## config.mk

```make
export PLATFORM = sky130hd
export DESIGN_NAME = psram_qspi_responder
export DESIGN_NICKNAME = d
export VERILOG_FILES = /design/src/rtl/psram_qspi_responder_pkg.sv /design/src/rtl/ram_byte_array.sv /design/src/rtl/psram_qspi_responder.sv
export SDC_FILE = /design/constraint.sdc
export NUM_CORES = 2
export LEC_CHECK = 0
export CORE_UTILIZATION = 35
export CTS_CLUSTER_DIAMETER = 120
export CTS_CLUSTER_SIZE = 16
export DETAILED_ROUTE_END_ITERATION = 12
export GPL_TIMING_DRIVEN = 0
export PLACE_DENSITY = 0.57
export SLEW_MARGIN = 15
export SYNTH_ARGS = -nofsm -noshare
export SYNTH_HDL_FRONTEND = slang
export SYNTH_HIERARCHICAL = 1
export SYNTH_SLANG_ARGS = --single-unit
```

## constraint.sdc

```tcl
create_clock -name iSCLK -period 4.2 [get_ports iSCLK]
set_input_delay 0.42 -clock iSCLK [delete_from_list [all_inputs] [get_ports iSCLK]]
set_output_delay 0.42 -clock iSCLK [all_outputs]
set_load 0.05 [all_outputs]
```

## src/rtl/psram_qspi_responder_pkg.sv

```systemverilog
// Constants and types shared between the QSPI PSRAM responder and its initiator side.
package psram_qspi_responder_pkg;

  localparam logic [7:0]  OP_QUAD_WRITE       = 8'h38;
  localparam logic [7:0]  OP_FAST_QUAD_READ   = 8'hEB;
  localparam int unsigned DEFAULT_WAIT_CYCLES = 6;
  localparam int unsigned NIB_W               = 4;
  localparam int unsigned QSPI_ADDR_W         = 24;

  typedef enum logic [2:0] {
    ST_IDLE   = 3'd0,
    ST_CMD    = 3'd1,
    ST_ADRS   = 3'd2,
    ST_WAIT   = 3'd3,
    ST_WDATA  = 3'd4,
    ST_RDATA  = 3'd5,
    ST_IGNORE = 3'd6
  } qspi_state_e;

endpackage

```

## src/rtl/ram_byte_array.sv

```systemverilog
// Single-port byte RAM, one-cycle registered read; contents are never reset.
module ram_byte_array #(
  parameter int unsigned ADDR_W = 8
) (
  input  logic              clk,
  input  logic              we,
  input  logic [ADDR_W-1:0] addr,
  input  logic [7:0]        wdata,
  output logic [7:0]        rdata
);
  localparam int unsigned DEPTH = 1 << ADDR_W;

  logic [7:0] mem_q [DEPTH];

  always_ff @(posedge clk) begin
    if (we) mem_q[addr] <= wdata;
    rdata <= mem_q[addr];
  end
endmodule

```

## src/rtl/psram_qspi_responder.sv

```systemverilog
// QPI-mode PSRAM responder: oversamples the serial bus on iSCLK, decodes quad write /
// fast quad read and serves a small internal byte array with page-wrapped bursts.
module psram_qspi_responder
  import psram_qspi_responder_pkg::*;
#(
  parameter int unsigned pMemAdrsWidth = 8,
  parameter int unsigned pWaitCycles   = DEFAULT_WAIT_CYCLES,
  parameter int unsigned pPageWidth    = 10
) (
  input  logic             iSCLK,
  input  logic             inSRST,
  input  logic             iRamClk,
  input  logic             iRamCe,
  input  logic [NIB_W-1:0] iRamDq,
  output logic [NIB_W-1:0] oRamDq,
  output logic             oRamDqOe,
  output logic             oCmdErr,
  output logic             oBusy
);
  localparam logic [QSPI_ADDR_W-1:0] PAGE_MASK =
    QSPI_ADDR_W'((64'd1 << pPageWidth) - 64'd1);
  localparam logic [7:0] WAIT_LAST = 8'(pWaitCycles - 32'd1);

  logic             clk_meta_q, clk_sync_q, clk_prev_q;
  logic             ce_meta_q, ce_sync_q, ce_prev_q;
  logic [NIB_W-1:0] dq_meta_q, dq_sync_q;
  logic [1:0]       rst_dly_q;

  qspi_state_e            state_q, state_d;
  logic [2:0]             nib_cnt_q, nib_cnt_d;
  logic [7:0]             wait_cnt_q, wait_cnt_d;
  logic [7:0]             opcode_q, opcode_d;
  logic [QSPI_ADDR_W-1:0] addr_q, addr_d, addr_inc;
  logic [NIB_W-1:0]       wr_hi_q, wr_hi_d;
  logic [7:0]             rd_byte_q, rd_byte_d;
  logic                   lo_phase_q, lo_phase_d;
  logic [NIB_W-1:0]       dq_q, dq_d;
  logic                   dq_oe_q, dq_oe_d;
  logic                   cmd_err_q, cmd_err_d;
  logic                   busy_q, busy_d;
  logic                   armed_q, armed_d;

  logic       rise, fall, ce_fall;
  logic       ram_we;
  logic [7:0] ram_wdata, ram_rdata;

  // Equal-depth synchronisers so sampled data lines up with the detected clock edge.
  always_ff @(posedge iSCLK or negedge inSRST) begin
    if (!inSRST) begin
      clk_meta_q <= 1'b0; clk_sync_q <= 1'b0; clk_prev_q <= 1'b0;
      ce_meta_q  <= 1'b1; ce_sync_q  <= 1'b1; ce_prev_q  <= 1'b1;
      dq_meta_q  <= '0;   dq_sync_q  <= '0;
      rst_dly_q  <= '0;
    end else begin
      clk_meta_q <= iRamClk; clk_sync_q <= clk_meta_q; clk_prev_q <= clk_sync_q;
      ce_meta_q  <= iRamCe;  ce_sync_q  <= ce_meta_q;  ce_prev_q  <= ce_sync_q;
      dq_meta_q  <= iRamDq;  dq_sync_q  <= dq_meta_q;
      rst_dly_q  <= {rst_dly_q[0], 1'b1};
    end
  end

  assign rise     = clk_sync_q & ~clk_prev_q & ~ce_sync_q;
  assign fall     = ~clk_sync_q & clk_prev_q & ~ce_sync_q;
  // A CE low held across reset must not look like a new transfer.
  assign ce_fall  = ce_prev_q & ~ce_sync_q & armed_q;
  assign addr_inc = (addr_q & ~PAGE_MASK) | ((addr_q + QSPI_ADDR_W'(1)) & PAGE_MASK);

  always_comb begin
    state_d    = state_q;
    nib_cnt_d  = nib_cnt_q;
    wait_cnt_d = wait_cnt_q;
    opcode_d   = opcode_q;
    addr_d     = addr_q;
    wr_hi_d    = wr_hi_q;
    rd_byte_d  = rd_byte_q;
    lo_phase_d = lo_phase_q;
    dq_d       = dq_q;
    dq_oe_d    = dq_oe_q;
    cmd_err_d  = 1'b0;
    armed_d    = armed_q | (rst_dly_q[1] & ce_sync_q);
    ram_we     = 1'b0;
    ram_wdata  = {wr_hi_q, dq_sync_q};

    case (state_q)
      ST_IDLE: begin
        if (ce_fall) begin
          state_d   = ST_CMD;
          nib_cnt_d = '0;
        end
      end
      ST_CMD: begin
        if (rise) begin
          opcode_d  = {opcode_q[3:0], dq_sync_q};
          nib_cnt_d = nib_cnt_q + 3'd1;
          if (nib_cnt_q == 3'd1) begin
            nib_cnt_d = '0;
            if ({opcode_q[3:0], dq_sync_q} inside {OP_QUAD_WRITE, OP_FAST_QUAD_READ}) begin
              state_d = ST_ADRS;
            end else begin
              state_d   = ST_IGNORE;
              cmd_err_d = 1'b1;
            end
          end
        end
      end
      ST_ADRS: begin
        if (rise) begin
          addr_d    = {addr_q[QSPI_ADDR_W-NIB_W-1:0], dq_sync_q};
          nib_cnt_d = nib_cnt_q + 3'd1;
          if (nib_cnt_q == 3'd5) begin
            nib_cnt_d  = '0;
            wait_cnt_d = '0;
            lo_phase_d = 1'b0;
            if (opcode_q == OP_QUAD_WRITE) state_d = ST_WDATA;
            else if (pWaitCycles == 32'd0)  state_d = ST_RDATA;
            else                            state_d = ST_WAIT;
          end
        end
      end
      ST_WAIT: begin
        // The array read at addr_q runs continuously, so the first byte is ready by RDATA.
        if (rise) begin
          wait_cnt_d = wait_cnt_q + 8'd1;
          if (wait_cnt_q == WAIT_LAST) state_d = ST_RDATA;
        end
      end
      ST_WDATA: begin
        if (rise) begin
          if (!lo_phase_q) begin
            wr_hi_d    = dq_sync_q;
            lo_phase_d = 1'b1;
          end else begin
            ram_we     = 1'b1;
            addr_d     = addr_inc;
            lo_phase_d = 1'b0;
          end
        end
      end
      ST_RDATA: begin
        if (fall) begin
          dq_oe_d = 1'b1;
          if (!lo_phase_q) begin
            rd_byte_d  = ram_rdata;
            dq_d       = ram_rdata[7:4];
            addr_d     = addr_inc;
            lo_phase_d = 1'b1;
          end else begin
            dq_d       = rd_byte_q[3:0];
            lo_phase_d = 1'b0;
          end
        end
      end
      ST_IGNORE: ;
      default: state_d = ST_IDLE;
    endcase

    // CE high aborts everything, dropping any half-assembled byte.
    if (ce_sync_q) begin
      state_d    = ST_IDLE;
      nib_cnt_d  = '0;
      wait_cnt_d = '0;
      lo_phase_d = 1'b0;
      dq_d       = '0;
      dq_oe_d    = 1'b0;
    end

    busy_d = (state_d != ST_IDLE) & ~ce_sync_q;
  end

  always_ff @(posedge iSCLK or negedge inSRST) begin
    if (!inSRST) begin
      state_q    <= ST_IDLE;
      nib_cnt_q  <= '0;
      wait_cnt_q <= '0;
      opcode_q   <= '0;
      addr_q     <= '0;
      wr_hi_q    <= '0;
      rd_byte_q  <= '0;
      lo_phase_q <= 1'b0;
      dq_q       <= '0;
      dq_oe_q    <= 1'b0;
      cmd_err_q  <= 1'b0;
      busy_q     <= 1'b0;
      armed_q    <= 1'b0;
    end else begin
      state_q    <= state_d;
      nib_cnt_q  <= nib_cnt_d;
      wait_cnt_q <= wait_cnt_d;
      opcode_q   <= opcode_d;
      addr_q     <= addr_d;
      wr_hi_q    <= wr_hi_d;
      rd_byte_q  <= rd_byte_d;
      lo_phase_q <= lo_phase_d;
      dq_q       <= dq_d;
      dq_oe_q    <= dq_oe_d;
      cmd_err_q  <= cmd_err_d;
      busy_q     <= busy_d;
      armed_q    <= armed_d;
    end
  end

  ram_byte_array #(.ADDR_W(pMemAdrsWidth)) u_ram (
    .clk   (iSCLK),
    .we    (ram_we),
    .addr  (addr_q[pMemAdrsWidth-1:0]),
    .wdata (ram_wdata),
    .rdata (ram_rdata)
  );

  assign oRamDq   = dq_q;
  assign oRamDqOe = dq_oe_q;
  assign oCmdErr  = cmd_err_q;
  assign oBusy    = busy_q;
endmodule

```

==> impl_metrics.csv <==
group,metric,value,unit
setup_path,cp_cell_sequence,"buf_2 -> clkbuf_2 -> clkbuf_1 -> mux4_2 -> a22oi_1 -> a21oi_1 -> o41ai_1 -> nand4_1",
min_path,min_path_cells,1,
grt,antenna_found_initial,6,
logic_synthesis,synthArstFlopShare,0.0297,
final_layout,finalInstanceArea,91700,sq um
setup_path,slowest_stage,"clkbuf_1",
logic_synthesis,synth.area.top_cells,"edfxtp_1 (75%), mux4_2 (14%), a22oi_1 (2.4%), dfrtp_1 (1.8%), nor2_1 (1.2%)",
clocking,ctsHtreeMaxLevel,4,
drt,drt-initial-drc-count,5034,
setup_path,critPathTopFamily,"buffers and inverters",
sta,final.setup.worst_slack,-0.0581,ns
drt,drc,0,
run,drv_cap,0,
pwr,p_leak,29.1,nW
grt,track_usage,0.187,
clocking,cts_made_buffers,150,
drt,wl_met2,104000,microns
drt,via_per_inst,5.70,
placement,hpwl,150000,microns
setup_path,crit_path_start_kind,"flip-flop",
drt,num_vias,40585,
sta,skew,0.0379,ns
logic_synthesis,ys.warnings.count,6,
placement,dp_slack,-1.12,ns
setup_path,cp_data_required_time,4.78,ns
setup_path,rr_startpoint,"addr_q[1]",
final_layout,fin_cells,7116,
grt,overflow,0,
sta,tightest_slew,1.18,ns
final_layout,drive_gt1_frac,0.257,
setup_path,path_class,"reg2reg",
grt,grt_pass1_wl,310000,microns
logic_synthesis,synthDistinctLibCells,67,
floorplan,die_h,485,microns
clocking,clk_latency,0.81,ns
setup_path,cp-end-kind,"flip-flop",
final_layout,nNetsFinal,4057,
clocking,cts_buffer_depth,3,
run_status,failed_checks,"setup timing",
setup_path,r2r_cells,8,
run_status,status,"finished, violations left",
logic_synthesis,yosysSeqAreaShare,0.774,
sta,finalCritPeriodShare,1.01,
drt,detail-route-antenna-nets,0,
floorplan,die_area,235000,sq um
logic_synthesis,synth_edf_count,2048,
placement,place_congestion,0.886,
clocking,cts.sinks,2119,
placement,port_buffers,14,
logic_synthesis,synth_top_cell_area_share,0.753,
final_layout,post-route-util,0.397,
drt,routedWlPerCell,31.2,microns
sta,finalHoldViolCount,0,
sta,fmax,235,MHz
logic_synthesis,synthCells,3828,
grt,grt_max_degree,80,
floorplan,rows,176,
clocking,cts_tree,"yes",
logic_synthesis,yosys.area.top_type,"edfxtp_1",
sta,slew_viol_final,0,
drt,drt_wl_total,222000,microns
min_path,hp-start,"iRamDq[1]",
setup_path,rrSetupSlack,-0.06,ns
setup_path,path_max_fanout,10,
drt,drt-met1-wl,93400,microns
clocking,cts_root_buf,"clkbuf_16",
setup_path,crit_arrival,4.84,ns
logic_synthesis,syn_area_per_cell,21.3,sq um
setup_path,r2r-end,"u_ram/rdata[1]",
floorplan,design.core.area,231000,sq um
logic_synthesis,ys.flop_type,"edfxtp_1",
drt,firstDrtPassIters,6,
drt,dr_wl_met3,17600,microns
sta,finalCriticalPeriod,4.26,ns
pwr,irDropWorstVdd,0.423,mV
sta,setup_viol,3,
setup_path,cp.buffers_inverters,3,
min_path,hold_end,"dq_meta_q[1]",
floorplan,initial_utilization,0.353,
logic_synthesis,synth_area,81700,sq um
min_path,hp-class,"in2reg",
clocking,clk_pin_slew_worst_paths,0.08,ns
pwr,powerDensity,414,nW/um^2
sta,rsz0062_at_grt,"yes",
floorplan,pin_count,15,
placement,dpl-instance-area,86900,sq um
logic_synthesis,synthesis.nets,3841,
drt,top_layer,"met5",
final_layout,syn_to_final_growth,12.3,%
sta,slew_headroom,0.213,
placement,placed_cells,6914,
floorplan,die_w,485,microns
logic_synthesis,yosys_register_bits,2119,
grt,grt_pass1_vias,39980,
setup_path,cp_slowest_stage_delay,0.71,ns
==> worst max-delay path by stage <==
stage | endpoint | from | cells after the start
floorplan | oBusy | dq_sync_q[1] | 4
global placement | u_ram/mem_q[86][3] | dq_sync_q[3] | 0
detailed placement | u_ram/mem_q[48][6] | addr_q[3] | 8
CTS | u_ram/mem_q[156][7] | state_q[1] | 9
global route | u_ram/mem_q[150][6] | state_q[1] | 9
finish | u_ram/rdata[1] | addr_q[1] | 8
==> routing by layer <==
| layer | vias up | global-route usage |
|---|---|---|
| met5 | - | 0 |
| met4 | 2 | 0.0579 |
| met3 | 294 | 0.0348 |
| met2 | 1675 | 0.292 |
| met1 | 22133 | 0.264 |
| li1 | 16481 | - |
==> synth_stat cells (5+ instances only) <==
library cell	n
a211oi_1	8
a21oi_1	136
a22oi_1	256
a2bb2oi_1	5
buf_1	22
buf_2	42
buf_4	16
buf_6	19
clkbuf_1	149
dfrtp_1	60
dfxtp_1	8
edfxtp_1	2048
ha_1	5
inv_1	8
mux2_2	20
mux4_2	512
nand2_1	42
nand2b_1	13
nand3_1	21
nand4_1	10
nor2_1	252
nor2b_1	9
nor3_1	32
nor4_1	6
o21ai_0	12
o32a_1	5
o41ai_1	35
or3_1	5
==> where the power goes <==
group / internal, W / switching, W / leakage (nW) / total, W
Combinational: 0.000271 / 0.000964 / 5.31 / 0.00123
Sequential: 0.0230 / 0.000101 / 21.7 / 0.0232
Clock: 0.00670 / 0.00690 / 2.01 / 0.0136
Total: 0.0300 / 0.00796 / 29.1 / 0.0380
==> state kept, by name, indices dropped and copies added, names as in the netlist, 2 cells and up <==
| name | flops |
|---|---|
| dq_sync_q | 4 |
| nib_cnt_q | 3 |
| addr_q | 8 |
| opcode_q | 8 |
| dq_meta_q | 4 |
| rd_byte_q | 4 |
| state_q | 3 |
| rst_dly_q | 2 |
| wr_hi_q | 4 |
| oRamDq | 4 |
| u_ram/rdata | 8 |
| wait_cnt_q | 8 |
| u_ram/mem_q | 2048 |
==> placed cells by master, fill, tap and decap left out, types with 21 or more instances in the layout <==
master        n
nor3_2       29
clkbuf_1    138
buf_2        46
edfxtp_1   2048
nand2_1      42
nand3_1      21
mux4_2      512
nor2_2       82
nor2_4       32
buf_4        24
buf_16       34
clkbuf_2     33
clkbuf_16   156
dfrtp_1      52
nor2_1      138
a22oi_1     256
a21oi_1     135
o41ai_1      25
==> per-stage QoR <==
step / hold slack (ns) / TNS [ns] / power [W]
after global routing: 0.0457 / -2.48 / 0.0390
final: 0.0718 / -0.127 / 0.0380
after global placement: 0.332 / -9246.52 / 0.0248
after CTS: 0.0138 / -2.77 / 0.0383
after floorplan: 0.124 / 0 / 0.0242
after detailed placement: 0.328 / -1110.45 / 0.0248
==> final cells by class <==
| cell class | count | area [sq um] |
|---|---|---|
| Fill cell | 20271 | 139000 |
| Sequential cell | 2119 | 63300 |
| Multi-Input combinational cell | 1453 | 17900 |
| Clock buffer | 183 | 4010 |
| Tap cell | 3026 | 3790 |
| Timing Repair Buffer | 65 | 1310 |
| Buffer | 247 | 1270 |
| Clock inverter | 10 | 109 |
| Inverter | 8 | 30.0 |
| Antenna cell | 5 | 12.5 |
==> repair_timing <==
action | CTS | global route
hold endpoints to repair | 62 | 0
setup buffers | 0 | 0
hold buffers | 5 | 0
setup endpoints to repair | 1808 | 522
gates resized for setup | 117 | 83
==> kinds of logic after synthesis <==
| family | Yosys count | synth area share |
|---|---|---|
| mux | 536 | 0.144 |
| buf+inv | 256 | 0.0149 |
| other cells | 1 | 0.0000459 |
| simple gates | 423 | 0.0241 |
| fa+ha+maj | 5 | 0.000766 |
| flops | 2119 | 0.774 |
| compound gates | 485 | 0.0410 |
| xor+xnor | 3 | 0.000322 |
Power figures use the tool's default switching activity.
